$ cat config.mk
export PLATFORM = sky130hd
export DESIGN_NAME = nonce_sampler
export DESIGN_NICKNAME = d
export VERILOG_FILES = /design/src/rtl/nonce_sampler.sv
export SDC_FILE = /design/constraint.sdc
export NUM_CORES = 2
export LEC_CHECK = 0
export ABC_AREA = 1
export BUFFER_PORTS_ARGS = -buffer_cell sky130_fd_sc_hd__buf_4
export CAP_MARGIN = 40
export CORE_AREA = 4 4 299 301
export DETAILED_ROUTE_END_ITERATION = 10
export DIE_AREA = 0 0 303 305
export GPL_TIMING_DRIVEN = 0
export PLACE_DENSITY = 0.66
export SLEW_MARGIN = 5
export SYNTH_ARGS = -nofsm -noshare
export SYNTH_HDL_FRONTEND = slang
export SYNTH_SLANG_ARGS = --single-unit
$ cat constraint.sdc
create_clock -name clk -period 2.6 [get_ports clk]
set_clock_uncertainty 0.15 [all_clocks]
set_input_delay 0.26 -clock clk [delete_from_list [all_inputs] [get_ports clk]]
set_output_delay 0.26 -clock clk [all_outputs]
set_load 0.1 [all_outputs]
$ cat src/rtl/nonce_sampler.sv
// Rejection-sampling nonce requester: drives the PRNG start, masks each word to QBITS
// and accepts the first candidate in [1, q-1]. Optional macro: NONCE_ZEROIZE_EN.
module nonce_sampler #(
  parameter int unsigned WIDTH     = 256,
  parameter int unsigned QBITS     = 256,
  parameter int unsigned MAX_TRIES = 15
) (
  input  logic             clk,
  input  logic             rst,
  input  logic             req,
  input  logic [WIDTH-1:0] q,
  output logic             prng_start,
  input  logic [WIDTH-1:0] prng_data,
  input  logic             prng_valid,
  output logic [WIDTH-1:0] k,
  output logic             k_valid,
  output logic             busy,
  output logic             fail,
  output logic [3:0]       tries
);

  localparam logic [WIDTH-1:0] MASK = {WIDTH{1'b1}} >> (WIDTH - QBITS);
  localparam logic [3:0]       MAXT = 4'(MAX_TRIES);

  typedef enum logic [1:0] {S_IDLE, S_FILL, S_CHECK, S_FAIL} state_t;

  state_t           r_state, w_next;
  logic [WIDTH-1:0] r_q, r_cand, r_k;
  logic             r_k_valid, r_fail;
  logic [3:0]       r_tries;
  logic             w_accept, w_last, w_q_small;

  assign w_accept  = (r_cand != '0) && (r_cand < r_q);
  assign w_last    = (r_tries + 4'd1) == MAXT;
  assign w_q_small = (q[WIDTH-1:1] == '0);

  always_ff @(posedge clk) begin
    if (rst) r_state <= S_IDLE;
    else     r_state <= w_next;
  end

  always_comb begin
    w_next = r_state;
    case (r_state)
      S_IDLE:  if (req) w_next = w_q_small ? S_FAIL : S_FILL;
      S_FILL:  if (prng_valid) w_next = S_CHECK;
      S_CHECK: w_next = w_accept ? S_IDLE : (w_last ? S_FAIL : S_FILL);
      S_FAIL:  w_next = S_IDLE;
      default: w_next = S_IDLE;
    endcase
  end

  always_ff @(posedge clk) begin
    if (rst) begin
      r_q       <= '0;
      r_cand    <= '0;
      r_k       <= '0;
      r_k_valid <= 1'b0;
      r_fail    <= 1'b0;
      r_tries   <= '0;
    end else begin
      r_k_valid <= 1'b0;
`ifdef NONCE_ZEROIZE_EN
      // k is only guaranteed during the k_valid cycle; wipe it right after
      if (r_k_valid) r_k <= '0;
`endif
      case (r_state)
        S_IDLE: if (req) begin
          r_q     <= q;
          r_tries <= '0;
          r_fail  <= 1'b0;
        end
        S_FILL: if (prng_valid) r_cand <= prng_data & MASK;
        S_CHECK: begin
          if (w_accept) begin
            r_k       <= r_cand;
            r_k_valid <= 1'b1;
          end else begin
            r_tries <= w_last ? MAXT : r_tries + 4'd1;
          end
`ifdef NONCE_ZEROIZE_EN
          r_cand <= '0;
`endif
        end
        S_FAIL: r_fail <= 1'b1;
        default: ;
      endcase
    end
  end

  assign prng_start = (r_state == S_FILL);
  assign busy       = (r_state != S_IDLE);
  assign k          = r_k;
  assign k_valid    = r_k_valid;
  assign fail       = r_fail;
  assign tries      = r_tries;

endmodule

==> PnR_summary.wiki <==
{| class="wikitable"
! Metric !! Value
|-
| Status || complete, but fails checks
|-
| Violated checks || setup timing
|-
| Classification of the worst setup path || register to register
|-
| Post-synthesis instance area || 34600 um^2
|-
| Min Clock Period, post-route || 3.13 ns
|-
| Die Ht || 305 um
|-
| Final design instance area without fill || 52200 um^2
|-
| Post-synthesis sequential element count || 776
|-
| Register-to-Register Setup Slack || -0.53 ns
|-
| CTS root buffer || sky130_fd_sc_hd__clkbuf_16
|-
| Area of the core || 86600 um^2
|-
| Total number of clock tree sinks || 776
|-
| Launch point of the worst path || r_q[185]
|-
| Max Transition Viols Final || 0
|-
| First drt pass iteration count || 6
|-
| Synth area leader || sky130_fd_sc_hd__dfxtp_1
|-
| Gate count after technology mapping || 4518
|-
| Hold Crit Class || input pin to register
|-
| Post-detail-place hpwl || 107000 um
|-
| Via count normalized by instance count || 5.24
|-
| Async SR Flop Fraction || 0%
|-
| Reg2Reg Depth || 16
|-
| Growth of design area from synthesis to finish || 51.0%
|-
| Layout net count || 6727
|-
| Routed wire length per instance || 20.0 um
|-
| Leading post-synthesis cells by instance count || sky130_fd_sc_hd__a21oi_1 (909), sky130_fd_sc_hd__dfxtp_1 (776), sky130_fd_sc_hd__nand2_1 (716)
|-
| Nets in the synthesized netlist || 5291
|-
| Number of nets with antenna violations after detailed routing || 0
|-
| Transition time at the pin with the least slew margin || 0.818 ns
|-
| Top-area cell type share of the netlist area || 45.0%
|-
| First-pass GRT wire length || 211000 um
|-
| Leakage power of the design || 22.3 nW
|-
| Startpoint types || register
|-
| Part of the cycle the worst path needs || 120%
|-
| Adder-cell share of the synthesized area || 9.31%
|-
| H-Tree Level Count || 3
|-
| Largest family of logic cells by synthesized area || compound AO/OA/AOI/OAI gates
|-
| Via count || 37857
|-
| Die width || 303 um
|-
| Worst hold path stage count || 5
|-
| Area share of and/or/nand/nor cells after synthesis || 13.2%
|-
| TritonCTS clock tree || built
|-
| Multiplexer area fraction after synthesis || 0%
|-
| Warnings, synthesis || 0
|-
| Overall fraction of global-route tracks in use || 29.3%
|-
| Relative slew margins || 45.5%
|-
| EDFF count, synth || 0
|-
| Number of buffers created by CTS || 86
|-
| Layout cell share with drive strength beyond 1 || 20.6%
|-
| Max-Cap Viols || 0
|-
| Clock transition at the registers of the reported paths || 0.06 ns
|-
| Total length of routed wires || 145000 um
|-
| Arrival time at the worst endpoint || 3.48 ns
|-
| Initial Util || 39.9%
|-
| Number of buffer cells added on primary ports || 778
|-
| Count of unresolved DRC violations after routing || 0
|-
| Post-Syn Area per Cell || 7.65 um^2
|-
| Hold Crit Start || req
|-
| Required time reported for the critical path endpoint || 2.95 ns
|-
| Terminus of the critical flop-to-flop path || k[88]
|-
| Crit. End Element || register
|-
| Maximum frequency from static timing analysis || 320 MHz
|-
| Number of global-route vias before repair || 37308
|-
| Detailed router's first-iteration violation count || 3164
|-
| Share of synthesized area occupied by flip-flops and latches || 45.0%
|-
| Top Ports || 780
|-
| Pin count of the biggest net entering global routing || 14
|-
| Post-synthesis share of cell area spent on xor and xnor gates || 0.0507%
|-
| Final non-filler cell total || 7222
|-
| Grt total ovfl || 0
|-
| Largest buffer count on any clock path || 3
|-
| Clock network latency to the later pin of the worst-skew pair || 0.65 ns
|-
| Worst-case vdd ir drop || 0.537 mV
|-
| Standard-cell rows || 108
|-
| Cell with the most instances after synthesis || sky130_fd_sc_hd__a21oi_1
|-
| PwrDens || 615 nW/um^2
|-
| Die Area || 92400 um^2
|-
| Ys flop type || sky130_fd_sc_hd__dfxtp_1
|-
| Capturing element of the worst setup path || k[88]
|-
| Synth Area in Compound Gates || 21.6%
|-
| Total cell area at the placement stage || 42100 um^2
|-
| Leading post-synthesis cells by cell area || sky130_fd_sc_hd__dfxtp_1 (45%), sky130_fd_sc_hd__a21oi_1 (13%), sky130_fd_sc_hd__ha_1 (9.3%)
|-
| Placed cells || 6468
|-
| Launch instance of the worst register-to-register path || r_q[185]
|-
| Biggest fanout along the worst timing path || 10
|-
| Crit path setup slack, layout || -0.526 ns
|-
| Number of antenna violations at the first check in global routing || 37
|-
| Setup repair after global routing missed its margin || yes
|-
| Total setup violations reported at the end of the flow || 262
|-
| Final total power || 32.1 mW
|-
| Library cells used by synthesis || 34
|-
| Last weighted congestion value of the routability-driven placer || 0.931
|-
| Number of hold violations in the final report || 0
|}
## area by class of cell
| cell class | instances | area, um^2 |
|---|---|---|
| well taps | 1155 | 1450 |
| flip-flops and latches | 776 | 15600 |
| clock buffers | 119 | 2460 |
| repair buffers | 1349 | 11900 |
| inverters | 680 | 2570 |
| multi-input cells | 2808 | 16100 |
| clock inverters | 39 | 490 |
| fillers | 7345 | 34500 |
| diodes | 43 | 108 |
| plain buffers | 253 | 1520 |
## repair_timing
item	in CTS	in global routing
setup endpoints to repair	392	438
pin swaps	39	54
hold buffers	515	0
setup buffers	7	13
cloned	6	13
resized for setup	127	214
endpoints found under the hold margin	514	0
## critical path, stage by stage (launching register included)
cell	delay, ns
sky130_fd_sc_hd__dfxtp_2	0.33
sky130_fd_sc_hd__inv_2	0.05
sky130_fd_sc_hd__ha_4	0.26
sky130_fd_sc_hd__nand2_1	0.08
sky130_fd_sc_hd__nor2_4	0.13
sky130_fd_sc_hd__nand2_2	0.07
sky130_fd_sc_hd__nor3_4	0.16
sky130_fd_sc_hd__and3_4	0.25
sky130_fd_sc_hd__nand4_1	0.27
sky130_fd_sc_hd__nor3_2	0.28
sky130_fd_sc_hd__nand2_4	0.08
sky130_fd_sc_hd__nand3_4	0.18
sky130_fd_sc_hd__clkinv_8	0.12
sky130_fd_sc_hd__buf_16	0.18
sky130_fd_sc_hd__buf_6	0.17
sky130_fd_sc_hd__nand2_1	0.09
sky130_fd_sc_hd__a21oi_1	0.07
## power breakdown
part / switching [mW] / internal (mW)
logic: 3.57 / 2.63
clock network: 5.28 / 7.55
registers: 0.472 / 12.6
## layer usage
metal  up-vias  wire, um  global-route usage, %
li1      17966         -                      -
met4         2      8690                   14.9
met1     17630     56300                   34.7
met2      1709     69200                   50.3
met3       550     10500                   5.54
met5         -        13                      0
## cells in the final DEF, fill, tap and decap left out, drive strengths merged, types with 9 or more instances in the layout
master,Yosys,routed
a21oi,909,909
buf,60,878
dfxtp,776,776
nand2,716,716
inv,679,683
o21ai,556,556
dlygate4sd3,0,515
clkbuf,194,326
ha,257,257
nand4,109,109
nor2,108,108
nor4,66,66
diode,0,43
nand3,41,41
clkinv,1,25
nor3,20,20
bufinv,0,9
## flip-flops by register name, summed over array words and instances, names as in the netlist
name and flops:
k 256, r_cand 256, r_q 256, tries 4, r_state 2, fail 1, k_valid 1
## kinds of logic after synthesis
group                    Yosys count
AND/OR/NAND/NOR                 1067
buffers and inverters            934
flip-flops                       776
AO/OA/AOI/OAI                   1482
adder cells (fa/ha/maj)          257
XOR/XNOR                           2
## worst min-delay path by stage
| stage | slack (ns) | end |
|---|---|---|
| after floorplan | 0.24 | r_q[101] |
| after global placement | 0.29 | r_q[219] |
| after detailed placement | 0.30 | r_q[84] |
| after CTS | 0.15 | r_q[251] |
| after global routing | 0.24 | r_q[252] |
| final | 0.21 | r_q[251] |
## metrics by stage
stage / hold WS [ns] / worst slack [ns] / utilization (%) / setup TNS [ns]
floorplan: 0.238 / 0.0861 / - / 0
global placement: 0.294 / -2.09 / 48.3 / -582.23
detailed placement: 0.301 / -0.827 / 48.6 / -212.35
CTS: 0.150 / -0.510 / 58.7 / -144.76
global route: 0.240 / -0.671 / 60.2 / -151.88
finish: 0.209 / -0.526 / 60.2 / -117.80
Power figures use the tool's default switching activity.
